===== config.mk =====
export PLATFORM = sky130hd
export DESIGN_NAME = rng_reaction_timer
export DESIGN_NICKNAME = d
export VERILOG_FILES = /design/src/rtl/rng_game_pkg.sv /design/src/rtl/ms_prescaler.sv /design/src/rtl/rng_reaction_timer.sv
export SDC_FILE = /design/constraint.sdc
export NUM_CORES = 1
export LEC_CHECK = 0
export BUFFER_PORTS_ARGS = -buffer_cell sky130_fd_sc_hd__buf_4
export CORE_MARGIN = 4
export CORE_UTILIZATION = 45
export DETAILED_ROUTE_END_ITERATION = 7
export HOLD_SLACK_MARGIN = 0.12
export PLACE_DENSITY = 0.64
export SYNTH_ARGS = -nofsm -noshare
export SYNTH_HDL_FRONTEND = slang
export SYNTH_SLANG_ARGS = --single-unit

===== constraint.sdc =====
create_clock -name clk -period 2.94 [get_ports clk]
set_clock_uncertainty 0.2 [all_clocks]
set_input_delay 0.147 -clock clk [delete_from_list [all_inputs] [get_ports clk]]
set_output_delay 0.147 -clock clk [all_outputs]
set_load 0.01 [all_outputs]

===== src/rtl/rng_game_pkg.sv =====
// Shared types and default timing constants for the reaction-game timers.
package rng_game_pkg;

    typedef enum logic [1:0] {
        IDLE  = 2'd0,
        WAIT  = 2'd1,
        ARMED = 2'd2
    } state_e;

    localparam int DEF_CLKS_PER_MS = 50000;
    localparam int DEF_TIMEOUT_MS  = 9999;

endpackage


===== src/rtl/ms_prescaler.sv =====
// Millisecond tick generator: one-cycle tick every CLKS_PER_MS clocks, restartable via clear.
module ms_prescaler
    import rng_game_pkg::*;
#(
    parameter int CLKS_PER_MS = DEF_CLKS_PER_MS
) (
    input  logic clk,
    input  logic reset,
    input  logic clear,
    output logic tick
);

    localparam int            CW   = (CLKS_PER_MS > 1) ? $clog2(CLKS_PER_MS) : 1;
    localparam logic [CW-1:0] LAST = CW'(CLKS_PER_MS - 1);

    logic [CW-1:0] cnt_q;

    assign tick = (cnt_q == LAST);

    // Free-running count that wraps on the terminal value or restarts on clear
    always_ff @(posedge clk) begin
        if (reset) begin
            cnt_q <= {CW{1'b0}};
        end else if (clear || tick) begin
            cnt_q <= {CW{1'b0}};
        end else begin
            cnt_q <= cnt_q + CW'(1);
        end
    end

endmodule


===== src/rtl/rng_reaction_timer.sv =====
// Reaction-time trial: random delay, stimulus LED, then time the button press
// (with false-start and no-response detection).
module rng_reaction_timer
    import rng_game_pkg::*;
#(
    parameter int CLKS_PER_MS = DEF_CLKS_PER_MS,
    parameter int DELAY_W     = 11,
    parameter int RT_W        = 14,
    parameter int TIMEOUT_MS  = DEF_TIMEOUT_MS
) (
    input  logic               clk,
    input  logic               reset,
    input  logic               start,
    input  logic [DELAY_W-1:0] random_value,
    input  logic               button,
    output logic               busy,
    output logic               led_on,
    output logic               result_valid,
    output logic               early,
    output logic               timeout,
    output logic [RT_W-1:0]    reaction_ms
);

    localparam logic [RT_W-1:0] TIMEOUT_RT   = RT_W'(TIMEOUT_MS);
    localparam logic [RT_W-1:0] TIMEOUT_LAST = RT_W'(TIMEOUT_MS - 1);

    state_e             state_q;
    logic [DELAY_W-1:0] delay_q;
    logic [RT_W-1:0]    rt_q;
    logic [RT_W-1:0]    reaction_q;
    logic               button_q;
    logic               busy_q;
    logic               led_q;
    logic               valid_q;
    logic               early_q;
    logic               timeout_q;

    logic tick;
    logic btn_rise;
    logic presc_clear;
    logic last_delay_tick;
    logic timeout_hit;

    ms_prescaler #(
        .CLKS_PER_MS(CLKS_PER_MS)
    ) u_prescaler (
        .clk  (clk),
        .reset(reset),
        .clear(presc_clear),
        .tick (tick)
    );

    // Edge detect and prescaler restart on entry to WAIT / ARMED
    always_comb begin
        btn_rise        = button & ~button_q;
        last_delay_tick = tick && (delay_q == DELAY_W'(1));
        // The window closes on the tick that would carry rt to TIMEOUT_MS
        timeout_hit     = (rt_q == TIMEOUT_RT) || (tick && (rt_q == TIMEOUT_LAST));
        case (state_q)
            IDLE:    presc_clear = start;
            WAIT:    presc_clear = last_delay_tick;
            default: presc_clear = 1'b0;
        endcase
    end

    // Trial sequencer with registered outputs
    always_ff @(posedge clk) begin
        if (reset) begin
            state_q    <= IDLE;
            delay_q    <= {DELAY_W{1'b0}};
            rt_q       <= {RT_W{1'b0}};
            reaction_q <= {RT_W{1'b0}};
            button_q   <= 1'b0;
            busy_q     <= 1'b0;
            led_q      <= 1'b0;
            valid_q    <= 1'b0;
            early_q    <= 1'b0;
            timeout_q  <= 1'b0;
        end else begin
            button_q <= button;
            valid_q  <= 1'b0;
            case (state_q)
                IDLE: begin
                    if (start) begin
                        delay_q   <= (random_value == {DELAY_W{1'b0}}) ? DELAY_W'(1) : random_value;
                        early_q   <= 1'b0;
                        timeout_q <= 1'b0;
                        busy_q    <= 1'b1;
                        state_q   <= WAIT;
                    end else begin
                        busy_q <= 1'b0;
                    end
                end
                WAIT: begin
                    if (btn_rise) begin
                        early_q    <= 1'b1;
                        reaction_q <= {RT_W{1'b0}};
                        valid_q    <= 1'b1;
                        busy_q     <= 1'b0;
                        state_q    <= IDLE;
                    end else if (tick) begin
                        delay_q <= delay_q - DELAY_W'(1);
                        if (last_delay_tick) begin
                            led_q   <= 1'b1;
                            rt_q    <= {RT_W{1'b0}};
                            state_q <= ARMED;
                        end else begin
                            state_q <= WAIT;
                        end
                    end else begin
                        state_q <= WAIT;
                    end
                end
                ARMED: begin
                    if (btn_rise) begin
                        reaction_q <= rt_q;
                        valid_q    <= 1'b1;
                        led_q      <= 1'b0;
                        busy_q     <= 1'b0;
                        state_q    <= IDLE;
                    end else if (timeout_hit) begin
                        rt_q       <= TIMEOUT_RT;
                        timeout_q  <= 1'b1;
                        reaction_q <= TIMEOUT_RT;
                        valid_q    <= 1'b1;
                        led_q      <= 1'b0;
                        busy_q     <= 1'b0;
                        state_q    <= IDLE;
                    end else if (tick) begin
                        rt_q <= rt_q + RT_W'(1);
                    end else begin
                        state_q <= ARMED;
                    end
                end
                default: begin
                    led_q   <= 1'b0;
                    busy_q  <= 1'b0;
                    state_q <= IDLE;
                end
            endcase
        end
    end

    assign busy         = busy_q;
    assign led_on       = led_q;
    assign result_valid = valid_q;
    assign early        = early_q;
    assign timeout      = timeout_q;
    assign reaction_ms  = reaction_q;

endmodule

==> run summary <==
The run finished with clean final reports. Before antenna repair, the detailed router went through 5 iterations. The pin count of the biggest net entering global routing came out at 57. Registers take 0.00126 mm2. Relative to the synthesized area, the layout overhead comes to 21.0%. The count of endpoints failing hold in the final timing report is 0. The mean instance size in the synthesized netlist came out at 7.99 um2. The number of rows created at floorplan is 31. The worst voltage drop across the vdd grid is 0.000326 V. In this run the remaining antenna-violating nets after routing total 0. The slowest cell on the critical path is sky130_fd_sc_hd__or4_1.

The number of synthesized register bits is 63. The TritonCTS clock tree is done. In this run the worst path has a maximum fanout of 13.

The starting density of the core came out at 0.467. The kind of critical path is register to register. The share of flip-flops with an asynchronous set or reset is 0.

CTS placed an instance of sky130_fd_sc_hd__clkbuf_8 at the clock tree root. The max-slew violation total from the final report came out at 0. The net count of the finished layout is 496. The deepest clock path buffer count came out at 2. The sequential area share after synthesis is 0.370.

The kind of cell with the highest combined delay on the critical path is simple AND/OR/NAND/NOR gates. The capturing element type of the critical path is a register. The biggest cell delay along the critical path is 0.60 ns. The worst path arrival time is 2.73 ns. The most common cell in the netlist is sky130_fd_sc_hd__dfxtp_1.

By area the synthesized netlist is led by sky130_fd_sc_hd__dfxtp_1 37%, sky130_fd_sc_hd__a21oi_1 5.6%, sky130_fd_sc_hd__nand2_1 5.1%. The clock tree synthesis step divided the H-tree into 3 levels. The number of buffers and inverters on the critical path is 1. The largest area contributor in the synthesized netlist is sky130_fd_sc_hd__dfxtp_1. The number of global-route vias before repair came out at 3002. The core footprint came out at 0.00729 mm2.

Dividing the final minimum period by the clock period gives 0.928. After layout, the minimum clock period comes to 2.73 ns. The fraction of final layout cells sized beyond drive strength 1 is 0.161. The number of I/O port buffers came out at 33. The total global routing track utilization is 0.205. The number of antenna violations at the first check in global routing came out at 0. STA puts the critical path data required time at 2.94 ns. The path class of the tightest hold or removal check is input pin to register. After detailed routing, the total wire length is 8550 um. Summed over all layers, the global routing overflow is 0. The clock insertion delay at the later pin of the skew report is 0.34 ns. The number of clock sinks came out at 63. The number of antenna diodes in the final layout is 0. After clock tree synthesis, the clock-pin slew on the worst setup and hold paths is 0.08 ns. The total instance count after detailed placement came out at 543. The number of design-rule violations left by the first detailed-router iteration is 249.

Dividing the detail-routed wire length by the instance count gives 14.8 um. For the final routed database, the setup TNS stands at 0 ns. The leakage dissipation is 0.00151 uW.

The synthesized instance count is 426. The clock buffer count from CTS is 9. The max-cap check violation count is 0. The detailed-placement wirelength estimate is 5760 um.

The commonest cells after synthesis are 63 x sky130_fd_sc_hd__dfxtp_1, 46 x sky130_fd_sc_hd__nand2_1, 43 x sky130_fd_sc_hd__nor2_1. The fraction of post-synthesis cell area in the top cell type by area came out at 0.370. The detailed-route vias per instance came out at 5.63. The multi-input combinational cell area came out at 0.00198 mm2. The chip height came out at 95.0 um. The number of nets produced by synthesis is 450. The first-pass GRT wire length is 14600 um. The routability congestion estimate is 0.852. The worst slew margin relative to its limit is 0.225. Among all flip-flop cells after synthesis, the most frequent one is sky130_fd_sc_hd__dfxtp_1.

STA classifies the critical path startpoint as a register. The overall via count from detail_route came out at 3245. The total I/O pin count is 34. The measured slew at the worst slew-check pin came out at 1.16 ns. The number of inserted filler cells in the final layout came out at 713.

The count of cell types in the netlist came out at 61. The final setup violation count came out at 0. The remaining design rule violation count came out at 0. Setup repair after global routing left no endpoint under its margin. The count of flip-flops with a built-in enable after synthesis came out at 0.

The most frequent cell on the critical path is sky130_fd_sc_hd__a21oi_1. The width of the die came out at 95.0 um. The count of cells in the finished layout, fillers not included, comes to 576. Traced cell by cell, the critical path runs through or4_1 > nor4_1 > a21oi_1 > buf_4 > a31o_2 > nand2_1 > a21oi_1. The total standard cell area after synthesis came out at 0.00340 mm2. The area enclosed by the die boundary is 0.00902 mm2. The achievable clock frequency came out at 367 MHz. Dividing total power by cell area gives a power density of 469 mW/mm2. The synthesis warning total came out at 0.
==> cells by family after synthesis <==
family | synth area share
flip-flops | 0.370
buffers and inverters | 0.0467
XOR/XNOR | 0.0334
multiplexers | 0.0235
adder cells (fa/ha/maj) | 0.0331
AND/OR/NAND/NOR | 0.280
AO/OA/AOI/OAI | 0.213
==> cell usage in the layout, fill, tap and decap left out, types with 6 or more instances in the layout <==
| cell | n |
|---|---|
| sky130_fd_sc_hd__dfxtp_1 | 63 |
| sky130_fd_sc_hd__buf_4 | 47 |
| sky130_fd_sc_hd__nand2_1 | 46 |
| sky130_fd_sc_hd__nor2_1 | 43 |
| sky130_fd_sc_hd__a21oi_1 | 38 |
| sky130_fd_sc_hd__nand3_1 | 21 |
| sky130_fd_sc_hd__o21ai_0 | 20 |
| sky130_fd_sc_hd__inv_1 | 16 |
| sky130_fd_sc_hd__dlygate4sd3_1 | 14 |
| sky130_fd_sc_hd__nand4_1 | 11 |
| sky130_fd_sc_hd__o211ai_1 | 9 |
| sky130_fd_sc_hd__ha_1 | 9 |
| sky130_fd_sc_hd__clkbuf_8 | 9 |
| sky130_fd_sc_hd__mux2i_1 | 8 |
| sky130_fd_sc_hd__xor2_1 | 8 |
| sky130_fd_sc_hd__a31oi_1 | 8 |
| sky130_fd_sc_hd__nor2b_1 | 8 |
| sky130_fd_sc_hd__nor4_1 | 7 |
| sky130_fd_sc_hd__or3_1 | 7 |
| sky130_fd_sc_hd__a211oi_1 | 6 |
| sky130_fd_sc_hd__nor3_1 | 6 |
==> worst register-to-register path, delay by kind of cell (launching register included) <==
| family | cells | cell delay [ns] |
|---|---|---|
| AO/OA/AOI/OAI | 3 | 0.66 |
| AND/OR/NAND/NOR | 3 | 1.16 |
| flip-flops | 1 | 0.36 |
| buffers and inverters | 1 | 0.22 |
==> path summary, 6_finish.rpt <==
kind,start,end,slack [ns],cells past startpoint
worst max-delay path,rt_q[4],reaction_ms[1],0.21,7
worst min register to register,u_prescaler.cnt_q[0],u_prescaler.cnt_q[0],0.25,1
worst max register to register,rt_q[4],reaction_ms[1],0.21,7
worst min-delay path,random_value[2],delay_q[2],0.18,4
==> power breakdown <==
part	internal (uW)	leakage (uW)	switching [uW]
sequential	878	0.000510	25.1
combinational	113	0.000917	170
clock	390	0.0000875	357
total	1380	0.00151	552
==> cell type report <==
type	instances	share of cell area
inverter	16	0.0146
tap	99	0.0301
clock inverter	7	0.0179
sequential	63	0.306
timing repair buffer	61	0.120
clock buffer	9	0.0301
multi-input combinational	321	0.482
==> flip-flops by register name, summed over array words and instances, names as in the netlist <==
register           count
busy                   1
button_q               1
delay_q               11
early                  1
led_on                 1
reaction_ms           14
result_valid           1
rt_q                  14
state_q                2
timeout                1
u_prescaler.cnt_q     16
==> per-stage QoR <==
stage                     hold slack (ns)  total power (uW)  setup WS [ns]  cell area, um2  utilization
after detailed placement            0.192              1180          0.193            3760        0.516
after global routing                0.204              2040         0.0498            4120        0.565
after floorplan                    0.0752              1100          0.371            3400            -
after CTS                           0.172              1950          0.160            4100        0.562
after global placement              0.187              1180          0.253            3760        0.516
final                               0.184              1930          0.212            4120        0.565
==> per-layer routing <==
metal	vias up	GRT usage	part of all wire
met5	-	0	0
met2	97	0.318	0.47
li1	1642	-	-
met3	11	0.0382	0.051
met1	1495	0.285	0.47
met4	0	0.0697	0.015
==> timing repair <==
item | CTS | global route
buffers inserted | 0 | 3
resized for setup | 0 | 0
setup endpoints to repair | 0 | 9
hold buffers | 14 | 0
endpoints found under the hold margin | 29 | 0
Note: power is estimated with default switching activity, not from simulation.
